File: config.mk
export PLATFORM = sky130hd
export DESIGN_NAME = uart_tx_ctrl
export DESIGN_NICKNAME = d
export VERILOG_FILES = /design/src/rtl/uart_tx_ctrl_pkg.sv /design/src/rtl/uart_tx_ctrl_parity.sv /design/src/rtl/uart_tx_ctrl.sv
export SDC_FILE = /design/constraint.sdc
export NUM_CORES = 1
export LEC_CHECK = 0
export CORE_UTILIZATION = 41
export DETAILED_ROUTE_END_ITERATION = 8
export GPL_TIMING_DRIVEN = 0
export PLACE_DENSITY_LB_ADDON = 0.2
export SETUP_SLACK_MARGIN = 0.1
export SYNTH_ARGS = -nofsm -noshare
export SYNTH_HDL_FRONTEND = slang
export SYNTH_SLANG_ARGS = --single-unit
export TNS_END_PERCENT = 20
File: constraint.sdc
create_clock -name CLK -period 1.5 [get_ports CLK]
set_input_delay 0.3 -clock CLK [delete_from_list [all_inputs] [get_ports CLK]]
set_output_delay 0.3 -clock CLK [all_outputs]
set_load 0.01 [all_outputs]
File: src/rtl/uart_tx_ctrl_pkg.sv
// Shared definitions for the UART transmit frame controller.
package uart_tx_ctrl_pkg;

  // Frame sequencing states; encodings kept identical to the legacy constants.
  typedef enum logic [2:0] {
    ST_IDLE   = 3'd0,
    ST_START  = 3'd1,
    ST_DATA   = 3'd2,
    ST_PARITY = 3'd3,
    ST_STOP   = 3'd4
  } tx_state_e;

  // Serial line levels.
  localparam logic LINE_IDLE = 1'b1;
  localparam logic START_BIT = 1'b0;

  // Parity type selector values.
  localparam logic PAR_EVEN = 1'b0;
  localparam logic PAR_ODD  = 1'b1;

endpackage : uart_tx_ctrl_pkg

File: src/rtl/uart_tx_ctrl_parity.sv
// Registered parity calculator; captures the frame's parity bit when a
// request is accepted so later changes to data or type do not disturb it.
module uart_tx_parity
  import uart_tx_ctrl_pkg::*;
#(
  parameter int unsigned DATA_WIDTH = 8
) (
  input  logic                  clk_i,
  input  logic                  rst_ni,
  input  logic                  load_i,
  input  logic [DATA_WIDTH-1:0] data_i,
  input  logic                  par_typ_i,
  output logic                  parity_o
);

  logic parity_q;
  logic parity_d;

  // Even parity is the XOR of all data bits; odd parity is its inverse.
  always_comb begin
    parity_d = parity_q;
    if (load_i) begin
      parity_d = (^data_i) ^ (par_typ_i == PAR_ODD);
    end
  end

  // Parity latch with synchronous active-low reset.
  always_ff @(posedge clk_i) begin
    if (!rst_ni) begin
      parity_q <= 1'b0;
    end else begin
      parity_q <= parity_d;
    end
  end

  assign parity_o = parity_q;

endmodule : uart_tx_parity

File: src/rtl/uart_tx_ctrl.sv
// UART transmit frame controller: sequences start, data, optional parity and
// stop bits at one bit per clock, enables the external serializer and muxes
// the selected bit onto the TX line.
module uart_tx_ctrl
  import uart_tx_ctrl_pkg::*;
#(
  parameter int unsigned DATA_WIDTH = 8
) (
  input  logic                  CLK,
  input  logic                  RST,
  input  logic [DATA_WIDTH-1:0] P_DATA,
  input  logic                  Data_Valid,
  input  logic                  PAR_EN,
  input  logic                  PAR_TYP,
  input  logic                  ser_data,
  input  logic                  ser_done,
  output logic                  ser_en,
  output logic                  TX_OUT,
  output logic                  busy,
  output logic                  frame_err
);

  localparam int unsigned CNT_W = $clog2(DATA_WIDTH + 1);

  tx_state_e        state_q, state_d;
  logic [CNT_W-1:0] cnt_q, cnt_d;
  logic             par_en_q, par_en_d;
  logic             ser_en_q, ser_en_d;
  logic             busy_q, busy_d;
  logic             frame_err_q, frame_err_d;
  logic             accept;
  logic             timeout;
  logic             parity_bit;

  // A new request is taken only when the line is idle or finishing a stop bit.
  assign accept = Data_Valid && ((state_q == ST_IDLE) || (state_q == ST_STOP));

  uart_tx_parity #(
    .DATA_WIDTH(DATA_WIDTH)
  ) u_parity (
    .clk_i    (CLK),
    .rst_ni   (RST),
    .load_i   (accept),
    .data_i   (P_DATA),
    .par_typ_i(PAR_TYP),
    .parity_o (parity_bit)
  );

  // Next-state, bit counter and timeout decode.
  always_comb begin
    state_d  = state_q;
    cnt_d    = cnt_q;
    par_en_d = par_en_q;
    timeout  = 1'b0;

    if (accept) begin
      par_en_d = PAR_EN;
    end

    unique case (state_q)
      ST_IDLE: begin
        if (accept) begin
          state_d = ST_START;
        end
      end
      ST_START: begin
        cnt_d   = '0;
        state_d = ST_DATA;
      end
      ST_DATA: begin
        cnt_d = cnt_q + 1'b1;
        // A missing ser_done by the last data slot is treated as the end of data.
        if (ser_done || (cnt_d == CNT_W'(DATA_WIDTH))) begin
          timeout = !ser_done;
          state_d = par_en_q ? ST_PARITY : ST_STOP;
        end
      end
      ST_PARITY: begin
        state_d = ST_STOP;
      end
      ST_STOP: begin
        state_d = accept ? ST_START : ST_IDLE;
      end
      default: begin
        state_d = ST_IDLE;
      end
    endcase

    // Outputs are registered alongside the state so they line up with it.
    ser_en_d    = (state_d == ST_START) || (state_d == ST_DATA);
    busy_d      = (state_d != ST_IDLE);
    frame_err_d = timeout;
  end

  // Frame FSM state and registered outputs.
  always_ff @(posedge CLK) begin
    if (!RST) begin
      state_q     <= ST_IDLE;
      cnt_q       <= '0;
      par_en_q    <= 1'b0;
      ser_en_q    <= 1'b0;
      busy_q      <= 1'b0;
      frame_err_q <= 1'b0;
    end else begin
      state_q     <= state_d;
      cnt_q       <= cnt_d;
      par_en_q    <= par_en_d;
      ser_en_q    <= ser_en_d;
      busy_q      <= busy_d;
      frame_err_q <= frame_err_d;
    end
  end

  // TX line mux driven from the registered state.
  always_comb begin
    TX_OUT = LINE_IDLE;
    unique case (state_q)
      ST_IDLE:   TX_OUT = LINE_IDLE;
      ST_START:  TX_OUT = START_BIT;
      ST_DATA:   TX_OUT = ser_data;
      ST_PARITY: TX_OUT = parity_bit;
      ST_STOP:   TX_OUT = LINE_IDLE;
      default:   TX_OUT = LINE_IDLE;
    endcase
  end

  assign ser_en    = ser_en_q;
  assign busy      = busy_q;
  assign frame_err = frame_err_q;

endmodule : uart_tx_ctrl

# Word-level counts from Yosys, hierarchy flattened
# Index checks and enable logic that the tools add are counted.
[op_classes]
add_sub_neg = 1
n_eq_ne = 7
muxes = 7
n_bitwise = 1
n_reduce_logical = 10
[ops]
columns = ["operator", "count"]
rows = [
  ["3-bit one-hot mux with 5 select lines", 1],
  ["3-bit by 2-bit == test with 1-bit output, second input constant", 3],
  ["3-bit two-way mux", 3],
  ["4-bit one-hot mux with 2 select lines", 1],
  ["8-bit parity", 1],
  ["3-bit by 1-bit == test with 1-bit output, second input constant", 2],
  ["4-bit by 1-bit adder with 4-bit output, second input constant", 1],
  ["4-bit == test, second input constant", 1],
  ["3-bit == test, second input constant", 1],
  ["3-bit zero test", 1],
  ["1-bit logical OR", 3],
  ["1-bit one-hot mux with 3 select lines", 1],
  ["3-bit AND reduction", 1],
  ["3-bit nonzero test", 1],
  ["2-bit nonzero test", 1],
  ["1-bit logical AND", 1],
  ["1-bit zero test", 1],
  ["1-bit two-way mux", 1],
  ["1-bit bitwise XOR", 1],
]
[totals]
regBits = 12
inputBits = 15
out_inout_bits = 4
wordCells = 33

# Longest topological paths before layout
[logic_depth]
word_depth = 7
ltp_mapped = 6
depth_no_buf = 6

# Cells and area by module
# From an unflattened synthesis, not the netlist that was laid out.
[unflattened]
hier_cells = 88
hier_area_um2 = 755.7
[by_module_without_submodules]
columns = ["module", "n_inst", "cells_per_inst", "area_each_um2", "seq_area_each_um2"]
rows = [
  ["uart_tx_ctrl", 1, 77, 640.6, 220.2],
  ["uart_tx_parity", 1, 11, 115.1, 20.0],
]

# Least setup slack after synthesis
# Ideal clock, no wire load.
[synth_path]
path_kind = "reg-to-reg"
start = "register cnt_q[0]"
end = "register ser_en_q (netlist: ser_en)"
setup_time_ns = 0.070
t_arrival_ns = 1.573
required_ns = 1.430
slack_ns = -0.143
stages_incl_launch_ff = 7
path_buffers = 0
period_less_slack_ns = 1.643
path_cell_list = "dfxtp_1 > ha_1 > nand2_1 > a21oi_1 > or4b_1 > a311o_1 > a21oi_1"
[synth_via]
elab_chain_cells = 7
elab_cells_between_ends = 8
cone_classes = "add/sub: 1; eq/ne: 3; mux: 2; reduce/logical: 2"
[synth_lines]
columns = ["element", "line", "source"]
rows = [
  ["from (decl)", "uart_tx_ctrl.sv:26", "logic [CNT_W-1:0] cnt_q, cnt_d;"],
  ["from (signal assigned)", "uart_tx_ctrl.sv:106", "cnt_q <= cnt_d;"],
  ["4-bit by 1-bit adder with 4-bit output *", "uart_tx_ctrl.sv:71", "cnt_d = cnt_q + 1'b1;"],
  ["4-bit == test *", "uart_tx_ctrl.sv:73", "if (ser_done || (cnt_d == CNT_W'(DATA_WIDTH))) begin"],
  ["1-bit logical OR *", "uart_tx_ctrl.sv:73", ""],
  ["3-bit two-way mux *", "uart_tx_ctrl.sv:73", ""],
  ["3-bit one-hot mux with 5 select lines *", "uart_tx_ctrl.sv:60", "unique case (state_q)"],
  ["3-bit by 1-bit == test with 1-bit output or 3-bit by 2-bit == test with 1-bit output (tied branches)", "uart_tx_ctrl.sv:90", "ser_en_d = (state_d == ST_START) || (state_d == ST_DATA);"],
  ["1-bit logical OR *", "uart_tx_ctrl.sv:90", ""],
  ["to (signal assigned)", "uart_tx_ctrl.sv:108", "ser_en_q <= ser_en_d;"],
  ["to (decl)", "uart_tx_ctrl.sv:28", "logic ser_en_q, ser_en_d;"],
]
# Every way passes the cells marked *; elsewhere a longest branch is shown, timed or not.
# A chain may end at the register's enable or synchronous reset.

# Final worst setup path
[layout_path]
start = "register cnt_q[1]"
end = "register ser_en_q (netlist: ser_en)"
# The elaborated chain is that of the path after synthesis.

==> impl_metrics.yaml <==
route:
  num_vias: 648
  drtPass1Iterations: 4
  wl_um: 1540
  dr_wl_met2_um: 705
  wl_per_cell_um: 12.6
  route.detailed.drc: 0
  m1WireLength_um: 751
  wl_met3_um: 56
  viasPerCell: 5.31
  antenna_left: 0
  drtIter0Drc: 21
  top_layer: "met4"
timing:
  rsz0062_at_grt: "yes"
  relSlewSlack_pct: 77.9
  setup_viol: 4
  period_share_pct: 109
  worst_pin_slew_ns: 0.330
  slew_violations: 0
  fin_worst_skew_ns: 0.00119
  fmax_ghz: 0.609
  setup_slack_ns: -0.142
  hold_viol: 0
  period_needed_ns: 1.64
clock_tree:
  worstSkewPairLatency_ns: 0.28
  path_clk_slew_ns: 0.08
  clock-sinks: 12
  clockBufferDepth: 2
  cts_tree: "built"
  clockRootBuffer: "clkbuf_4"
  numCtsBuffers: 3
  cts_htree_levels: 1
floorplan:
  dieArea_mm2: 0.00181
  fp.coreArea_mm2: 0.00152
  die_h_um: 42.6
  rows: 14
  boundaryPins: 19
  die_w_um: 42.6
  start_util_pct: 44.3
yosys:
  netlist_instances: 81
  synth_edf_count: 0
  synth-async-reset-ratio_pct: 0
  synth_cell_types: 30
  synth_seq_area_share_pct: 35.6
  synth_top_area_share_pct: 35.6
  yosys.area.top_type: "dfxtp_1"
  synthesis.area_um2: 674
  synthTopCellsByArea: "dfxtp_1 (36%), xnor2_1 (7.8%), a21oi_1 (6.7%)"
  synth_fp_nets: 97
  yosys-top-cells-count: "dfxtp_1 (12), a21oi_1 (9), nor2_1 (8), inv_1 (7)"
  yosys_most_used_dff: "dfxtp_1"
  synth-seq-cells: 12
  avgSynthCellArea_um2: 8.33
  yosys_warnings: 0
  yosysMostFrequentCell: "dfxtp_1"
setup_path:
  end_kind: "flip-flop"
  criticalPathCategory: "reg -> reg"
  path_buf_inv: 0
  reg2regPathDepth: 6
  cpLargestDelayFamily: "simple AND/OR/NAND/NOR gates"
  path_max_fanout: 6
  path_cells: "ha_4, nand2_4, a21oi_2, or4b_1, a311o_1, a21oi_1"
  required_ns: 1.71
  cp-start-kind: "flip-flop"
  crit_slowest_cell: "or4b_1"
  cp.arrival_ns: 1.86
  cp.depth: 6
  crit_path_max_incr_delay_ns: 0.46
cells_and_area:
  fillerInstances: 126
  fin_util_pct: 67.5
  seqCellArea_um2: 248
  final_cells: 122
  fin_nets: 123
  n_antenna_cell: 0
  syn2layout_area_growth_pct: 52.5
  multiInputGateArea_um2: 447
  final_layout_size_suffix_gt1_share_pct: 23.6
pwr:
  ir_drop_mv: 0.554
  leakage_nw: 0.444
  power.density_mw_per_mm2: 800
  p_total_mw: 0.823
status:
  failed_checks: "setup timing"
  outcome: "finished with violations"
grt:
  grt_pass1_wl_um: 2570
  first_global_vias: 601
  antenna_found_initial: 0
  grt_max_degree: 11
  grtUsageTotal_pct: 19.0
  grt_overflow: 0
run:
  drv_cap: 0
hold_path:
  hold_path.class: "reg -> reg"
  holdPathStages: 2
placement:
  post-place-ws_ns: -0.567
  place_congestion: 0.710
  dp_cells: 115
  hpwlAfterDp_um: 1040
  io_buffers: 18
==> flip-flops by register name (all words and copies together), names as in the netlist <==
name and count:
busy 1, cnt_q 4, frame_err 1, par_en_q 1
ser_en 1, state_q 3, u_parity.parity_o 1
==> final timing paths <==
path	to	start	slack [ns]
max	ser_en	cnt_q[1]	-0.14
min	u_parity.parity_o	u_parity.parity_o	0.51
max reg2reg	ser_en	cnt_q[1]	-0.14
min reg2reg	u_parity.parity_o	u_parity.parity_o	0.51
==> metrics by stage <==
stage | hold WS [ns] | area (µm²) | setup TNS (ns)
3_5_place_dp | 0.497 | 895 | -1.67
5_1_grt | 0.563 | 1030 | -0.564
3_3_place_gp | 0.482 | 895 | -1.63
4_1_cts | 0.517 | 1000 | -0.378
2_1_floorplan | 0.377 | 694 | -0.0450
6_report | 0.508 | 1030 | -0.370
==> power by group <==
part           internal [mW]  total [mW]  switching (mW)
sequential             0.338       0.354          0.0154
combinational          0.121       0.202          0.0812
clock                  0.148       0.267           0.119
==> layer usage <==
layer	up-vias	GRT usage, %
li1	334	-
met1	295	24.7
met2	16	30.8
met3	3	3.88
met4	0	7.50
met5	-	0
==> area by class of cell <==
cell class	instances	share of cell area, %
multi-input cells	59	43.4
flip-flops and latches	12	24.1
inverters	7	2.55
well taps	16	1.95
clock buffers	4	3.53
plain buffers	3	5.11
repair buffers	21	19.3
==> logic make-up (layout without fill, tap and decap cells) <==
group,after synthesis,count (layout),synth area share (%)
and+or+nand+nor,25,25,18.7
muxes,2,2,2.97
adders and majority gates,1,1,1.85
AOI/OAI and AO/OA,23,23,22.8
xor gates and xnor gates,8,8,12.4
DFF,12,12,35.6
buffers and inverters,10,35,5.57
==> what timing repair did <==
| action | in CTS | in global routing |
|---|---|---|
| resized for setup | 25 | 7 |
| setup endpoints to repair | 13 | 8 |
| buffers inserted | 3 | 0 |
| pin swaps | 5 | 2 |
| hold buffers | 0 | 0 |
==> layout by cell type (no fill, tap or decap), types with 2 or more instances in the layout <==
| cell | instances |
|---|---|
| nand2_1 | 5 |
| mux2i_1 | 2 |
| dfxtp_1 | 8 |
| buf_4 | 2 |
| inv_1 | 7 |
| xnor2_1 | 5 |
| nor2_1 | 8 |
| o22a_1 | 2 |
| nand3b_1 | 2 |
| a21oi_1 | 7 |
| dlygate4sd2_1 | 6 |
| dfxtp_2 | 3 |
| o21ai_0 | 4 |
| clkbuf_4 | 3 |
| a311o_1 | 2 |
| dlymetal6s2s_1 | 2 |
| a21oi_2 | 2 |
| clkbuf_8 | 3 |
| clkdlybuf4s50_1 | 9 |
==> worst min-delay path, stage by stage, from the launching register on <==
cell     delay, ns
dfxtp_1       0.33
mux2i_1       0.06
nor2_1        0.08
(Power assumes the default switching activity.)
